**src/rtl/boot_loader.sv**
```systemverilog
// Byte-stream boot loader feeding the cpu instruction-memory initialize port.
// Stream format: 16-bit little-endian word count N, then N little-endian 32-bit words.
// Word i is presented at byte address 4*i for HOLD_CYCLES cycles while the cpu is held in reset.
// Optional macro BOOT_LOADER_CHECKSUM_EN adds a trailing XOR checksum byte over the payload.
module boot_loader #(
   parameter int unsigned HOLD_CYCLES = 2,
   parameter int unsigned MAX_WORDS   = 256
) (
   input  logic        clk,
   input  logic        rst,
   input  logic        start,
   input  logic [7:0]  in_data,
   input  logic        in_valid,
   output logic        in_ready,
   output logic        cpu_rst,
   output logic        initialize,
   output logic [31:0] instruction_initialize_data,
   output logic [31:0] instruction_initialize_address,
   output logic        busy,
   output logic        done,
   output logic        error
);

   localparam int unsigned WW = $clog2(MAX_WORDS + 1);
   localparam int unsigned HW = (HOLD_CYCLES > 1) ? $clog2(HOLD_CYCLES) : 1;

`ifdef BOOT_LOADER_CHECKSUM_EN
   typedef enum logic [2:0] {
      StIdle, StHdrLo, StHdrHi, StData, StWrite, StDone, StError, StCsum
   } state_e;
`else
   typedef enum logic [2:0] {
      StIdle, StHdrLo, StHdrHi, StData, StWrite, StDone, StError
   } state_e;
`endif

   state_e        state_q, state_d;
   logic [15:0]   n_q, n_d;
   logic [31:0]   data_q, data_d;
   logic [31:0]   addr_q, addr_d;
   logic [WW-1:0] word_q, word_d;
   logic [1:0]    byte_q, byte_d;
   logic [HW-1:0] hold_q, hold_d;
   logic [7:0]    csum_q, csum_d;

   logic          xfer;
   logic [15:0]   n_full;
   logic [WW-1:0] word_inc;

   assign xfer     = in_valid & in_ready;
   assign n_full   = {in_data, n_q[7:0]};
   assign word_inc = word_q + WW'(1);

   // State and datapath registers; async reset returns everything to the idle/reset values.
   always_ff @(posedge clk or posedge rst) begin
      if (rst) begin
         state_q <= StIdle;
         n_q     <= '0;
         data_q  <= '0;
         addr_q  <= '0;
         word_q  <= '0;
         byte_q  <= '0;
         hold_q  <= '0;
         csum_q  <= '0;
      end else begin
         state_q <= state_d;
         n_q     <= n_d;
         data_q  <= data_d;
         addr_q  <= addr_d;
         word_q  <= word_d;
         byte_q  <= byte_d;
         hold_q  <= hold_d;
         csum_q  <= csum_d;
      end
   end

   // Next-state and datapath update logic.
   always_comb begin
      state_d = state_q;
      n_d     = n_q;
      data_d  = data_q;
      addr_d  = addr_q;
      word_d  = word_q;
      byte_d  = byte_q;
      hold_d  = hold_q;
      csum_d  = csum_q;
      case (state_q)
         StIdle, StDone, StError: begin
            if (start) begin
               state_d = StHdrLo;
               csum_d  = '0;
            end
         end
         StHdrLo: begin
            if (xfer) begin
               n_d[7:0] = in_data;
               state_d  = StHdrHi;
            end
         end
         StHdrHi: begin
            if (xfer) begin
               n_d = n_full;
               if (n_full == 16'd0) begin
`ifdef BOOT_LOADER_CHECKSUM_EN
                  state_d = StCsum;
`else
                  state_d = StDone;
`endif
               end else if (32'(n_full) > MAX_WORDS) begin
                  state_d = StError;
               end else begin
                  state_d = StData;
                  word_d  = '0;
                  byte_d  = '0;
               end
            end
         end
         StData: begin
            if (xfer) begin
               // Bytes land little-endian directly in the visible data register.
               data_d[{byte_q, 3'b000} +: 8] = in_data;
               csum_d = csum_q ^ in_data;
               if (byte_q == 2'd3) begin
                  state_d = StWrite;
                  addr_d  = 32'({word_q, 2'b00});
                  hold_d  = '0;
                  byte_d  = '0;
               end else begin
                  byte_d = byte_q + 2'd1;
               end
            end
         end
         StWrite: begin
            if (hold_q == HW'(HOLD_CYCLES - 1)) begin
               word_d = word_inc;
               if (32'(word_inc) == 32'(n_q)) begin
`ifdef BOOT_LOADER_CHECKSUM_EN
                  state_d = StCsum;
`else
                  state_d = StDone;
`endif
               end else begin
                  state_d = StData;
               end
            end else begin
               hold_d = hold_q + HW'(1);
            end
         end
`ifdef BOOT_LOADER_CHECKSUM_EN
         StCsum: begin
            if (xfer) begin
               state_d = (in_data == csum_q) ? StDone : StError;
            end
         end
`endif
         default: state_d = StIdle;
      endcase
   end

   // Outputs decoded from the registered state; cpu is released only while in DONE.
   always_comb begin
      in_ready   = 1'b0;
      busy       = 1'b0;
      done       = 1'b0;
      error      = 1'b0;
      cpu_rst    = 1'b1;
      initialize = 1'b1;
      case (state_q)
         StHdrLo, StHdrHi, StData: begin
            in_ready = 1'b1;
            busy     = 1'b1;
         end
         StWrite: busy = 1'b1;
`ifdef BOOT_LOADER_CHECKSUM_EN
         StCsum: begin
            in_ready = 1'b1;
            busy     = 1'b1;
         end
`endif
         StDone: begin
            done       = 1'b1;
            cpu_rst    = 1'b0;
            initialize = 1'b0;
         end
         StError: error = 1'b1;
         default: ;
      endcase
   end

   assign instruction_initialize_data    = data_q;
   assign instruction_initialize_address = addr_q;

endmodule

```
**config.mk**
```make
export PLATFORM = sky130hd
export DESIGN_NAME = boot_loader
export DESIGN_NICKNAME = d
export VERILOG_FILES = /design/src/rtl/boot_loader.sv
export SDC_FILE = /design/constraint.sdc
export NUM_CORES = 1
export LEC_CHECK = 0
export BUFFER_PORTS_ARGS = -buffer_cell sky130_fd_sc_hd__buf_4
export CAP_MARGIN = 10
export CORE_MARGIN = 2
export CORE_UTILIZATION = 58
export CTS_CLUSTER_SIZE = 30
export DETAILED_ROUTE_END_ITERATION = 12
export HOLD_SLACK_MARGIN = 0.15
export PLACE_DENSITY = 0.88
export SYNTH_ARGS = -nofsm -noshare
export SYNTH_HDL_FRONTEND = slang
export SYNTH_SLANG_ARGS = --single-unit
```
**constraint.sdc**
```tcl
create_clock -name clk -period 4.31 [get_ports clk]
set_input_delay 0.862 -clock clk [delete_from_list [all_inputs] [get_ports clk]]
set_output_delay 0.862 -clock clk [all_outputs]
set_load 0.01 [all_outputs]
```
==> metrics.cfg <==
[outcome]
status = completed

[cts]
clk_pin_slew_worst_paths_ns = 0.08
ctsResizeCount = 0
holdBufCountCts = 0
htreeDepth = 3
clk-insertion-delay-late_ns = 0.36
cts.path.max_buffers = 2
root_buffer = clkbuf_8
post_cts_buffers = 0
cts_tree = built
cts.sinks = 72
numCtsBuffers = 9

[floorplan]
start_util_pct = 60.80
core_um2 = 6026
die_x_um = 83.48
rows = 28
ios = 82
die_y_um = 83.48
die_area_um2 = 6968

[pwr]
sequentialPowerShare_pct = 41.1
p_sw_mw = 1.093
swShare_pct = 37.89
p_comb_share_pct = 37.9
p_clk_share_pct = 21.0
p_leak_nw = 1.967
intPower_mw = 1.792
power_density_nw_per_um2 = 675.8
peakVddDrop_mv = 0.3640

[worst_setup_path]
cp_top_family = simple AND/OR/NAND/NOR gates
cp_num_buf_inv = 1
worstSetupEndpointType = flop
startpoint = in_data[4]
cpPeakStageDelay_ns = 0.54
rr_worst_depth = 5
worst-setup-path-type = in2reg
cp_cell_sequence = buf_4, nor4_1, nand2_1, nor3_1, o22a_1, a31oi_1
cp_slowest_cell = nor4_1
required_ns = 4.52
critPathMaxFanout = 9
worst_setup_path_start_kind = input port
reg2reg_slack_ns = 2.04
reg2reg_to = instruction_initialize_data[12]$_DFFE_PP0P_
setup.worst_path.end = word_q[5]$_DFFE_PP0P_
path_depth = 6
regToRegStartpoint = byte_q[0]$_DFFE_PP0P_
cp.arrival_ns = 2.58

[finish]
regArea_um2 = 1802
final_cells = 514
drive_gt1_share_pct = 24.37
fin_util_pct = 70.85
mostFrequentLayoutCells = 84 x nand2_1, 72 x dfrtp_1, 59 x buf_4
final_common_cell = nand2_1
multi_input_area_um2 = 1668
nFillCells = 439
diodes = 0
area_growth_pct = 16.53
fin_nets = 453

[sta]
hold_viol = 0
hold_ws_ns = 0.4847
drv_slew = 0
slew_headroom_pct = 31.77
fin_worst_skew_ns = 0.01323
setup_violations = 0
fmax_ghz = 0.4219
min_period_ns = 2.370
tightest_slew_ns = 1.022
rsz0062_at_grt = no
setup_tns_ns = 0
finalCritPeriodShare_pct = 54.99

[synth]
synth_cells = 380
synthArstFlopShare_pct = 100.0
ys_seq_area_share_pct = 49.18
synth_edf_count = 0
synthFlopType = dfrtp_1
syn_avg_cell_area_um2 = 9.641
synth_seq_cells = 72
synth.distinct_cells = 47
syn-cell-area_um2 = 3664
synth_warnings = 0

[grt]
met2_usage_pct = 37.68
grt_pass1_wl_um = 13300
grt.overflow.total = 0
grt_use_met3_pct = 4.154
grt.busiest_layer = met2
antenna_found_initial = 0
first_global_vias = 2629
track_usage_pct = 24.00
grt_use_met1_pct = 33.33
grt_max_degree = 50

[route]
first_pass_iters = 4
ant_nets = 0
via_count = 2881
first_iter_violations = 234
drc = 0
wirelength_um = 8169
via_per_inst = 5.605
wire_per_inst_um = 15.89

[placement]
portBuffers = 58
gp_congestion = 0.8606
placed_cells = 497
hpwl_um = 5643

[run]
cap_violations = 0

[min_path]
min_path_type = reg2reg

final cells by class:
cell class                 count  share of cell area [%]
inverter                       8                  0.7034
sequential                    72                   42.20
multi-input combinational    283                   39.07
tap                           75                   2.198
clock buffer                  10                   3.224
clock inverter                 6                   2.110
timing repair buffer          60                   10.49
sequential cells by signal, indices dropped and copies added, names as in the netlist:
signal	count
byte_q	2
hold_q	1
instruction_initialize_address	9
instruction_initialize_data	32
n_q	16
state_q	3
word_q	9
per-layer routing:
layer	up-vias	wire [um]
met1	1360	3594
met4	0	195
li1	1377	-
met2	123	3825
met3	21	553
met5	-	0
cells by family after synthesis:
group	synth area share (%)
AND/OR/NAND/NOR	16.15
XOR/XNOR	2.630
AO/OA/AOI/OAI	13.53
other	0.1024
adder cells (fa/ha/maj)	2.391
multiplexers	8.470
flip-flops	49.18
buffers and inverters	7.548
power by group through the flow:
stage / logic [mW] / clock network, mW / registers [mW]
6_report: 1.09 / 0.607 / 1.19
5_1_grt: 1.21 / 0.644 / 1.22
4_1_cts: 1.09 / 0.610 / 1.18
3_5_place_dp: 1.09 / 0 / 1.19
3_3_place_gp: 1.04 / 0 / 1.18
2_1_floorplan: 0.802 / 0 / 1.11
Yosys cell counts, types with 7 or more instances:
cell type / number / area share (%)
nand2_1: 84 / 8.6
dfrtp_1: 72 / 49
o21ai_0: 42 / 5.7
buf_4: 25 / 5.1
mux2_2: 24 / 7.4
a21oi_1: 12 / 1.6
nor2_1: 12 / 1.2
a31oi_1: 9 / 1.5
clkbuf_1: 9 / 0.92
inv_1: 8 / 0.82
nor3_1: 8 / 1.1
ha_1: 7 / 2.4
xnor2_1: 7 / 1.7
worst register-to-register path, cell delays in order, from the launching register on:
cell     delay [ns]
dfrtp_1        0.49
inv_1          0.15
ha_1           0.37
nor3b_1        0.84
nand2_1        0.12
o21ai_0        0.21
metrics by stage:
stage / setup slack (ns) / instance area (um2) / power (mW)
after floorplan: 1.623 / 3746 / 1.917
after global placement: 1.778 / 4036 / 2.216
after detailed placement: 1.641 / 4036 / 2.278
after CTS: 1.943 / 4264 / 2.884
after global routing: 1.774 / 4269 / 3.077
final: 1.940 / 4269 / 2.885
how the worst min path moves through the flow:
stage | cells past startpoint | start | to
global route | 2 | instruction_initialize_data[15]$_DFFE_PP0P_ | instruction_initialize_data[15]$_DFFE_PP0P_
floorplan | 1 | n_q[15]$_DFFE_PP0P_ | n_q[15]$_DFFE_PP0P_
global placement | 2 | instruction_initialize_data[1]$_DFFE_PP0P_ | instruction_initialize_data[1]$_DFFE_PP0P_
finish | 2 | instruction_initialize_data[3]$_DFFE_PP0P_ | instruction_initialize_data[3]$_DFFE_PP0P_
detailed placement | 2 | instruction_initialize_data[1]$_DFFE_PP0P_ | instruction_initialize_data[1]$_DFFE_PP0P_
CTS | 2 | instruction_initialize_data[1]$_DFFE_PP0P_ | instruction_initialize_data[1]$_DFFE_PP0P_
No activity file was read; power rests on OpenSTA's default activity.
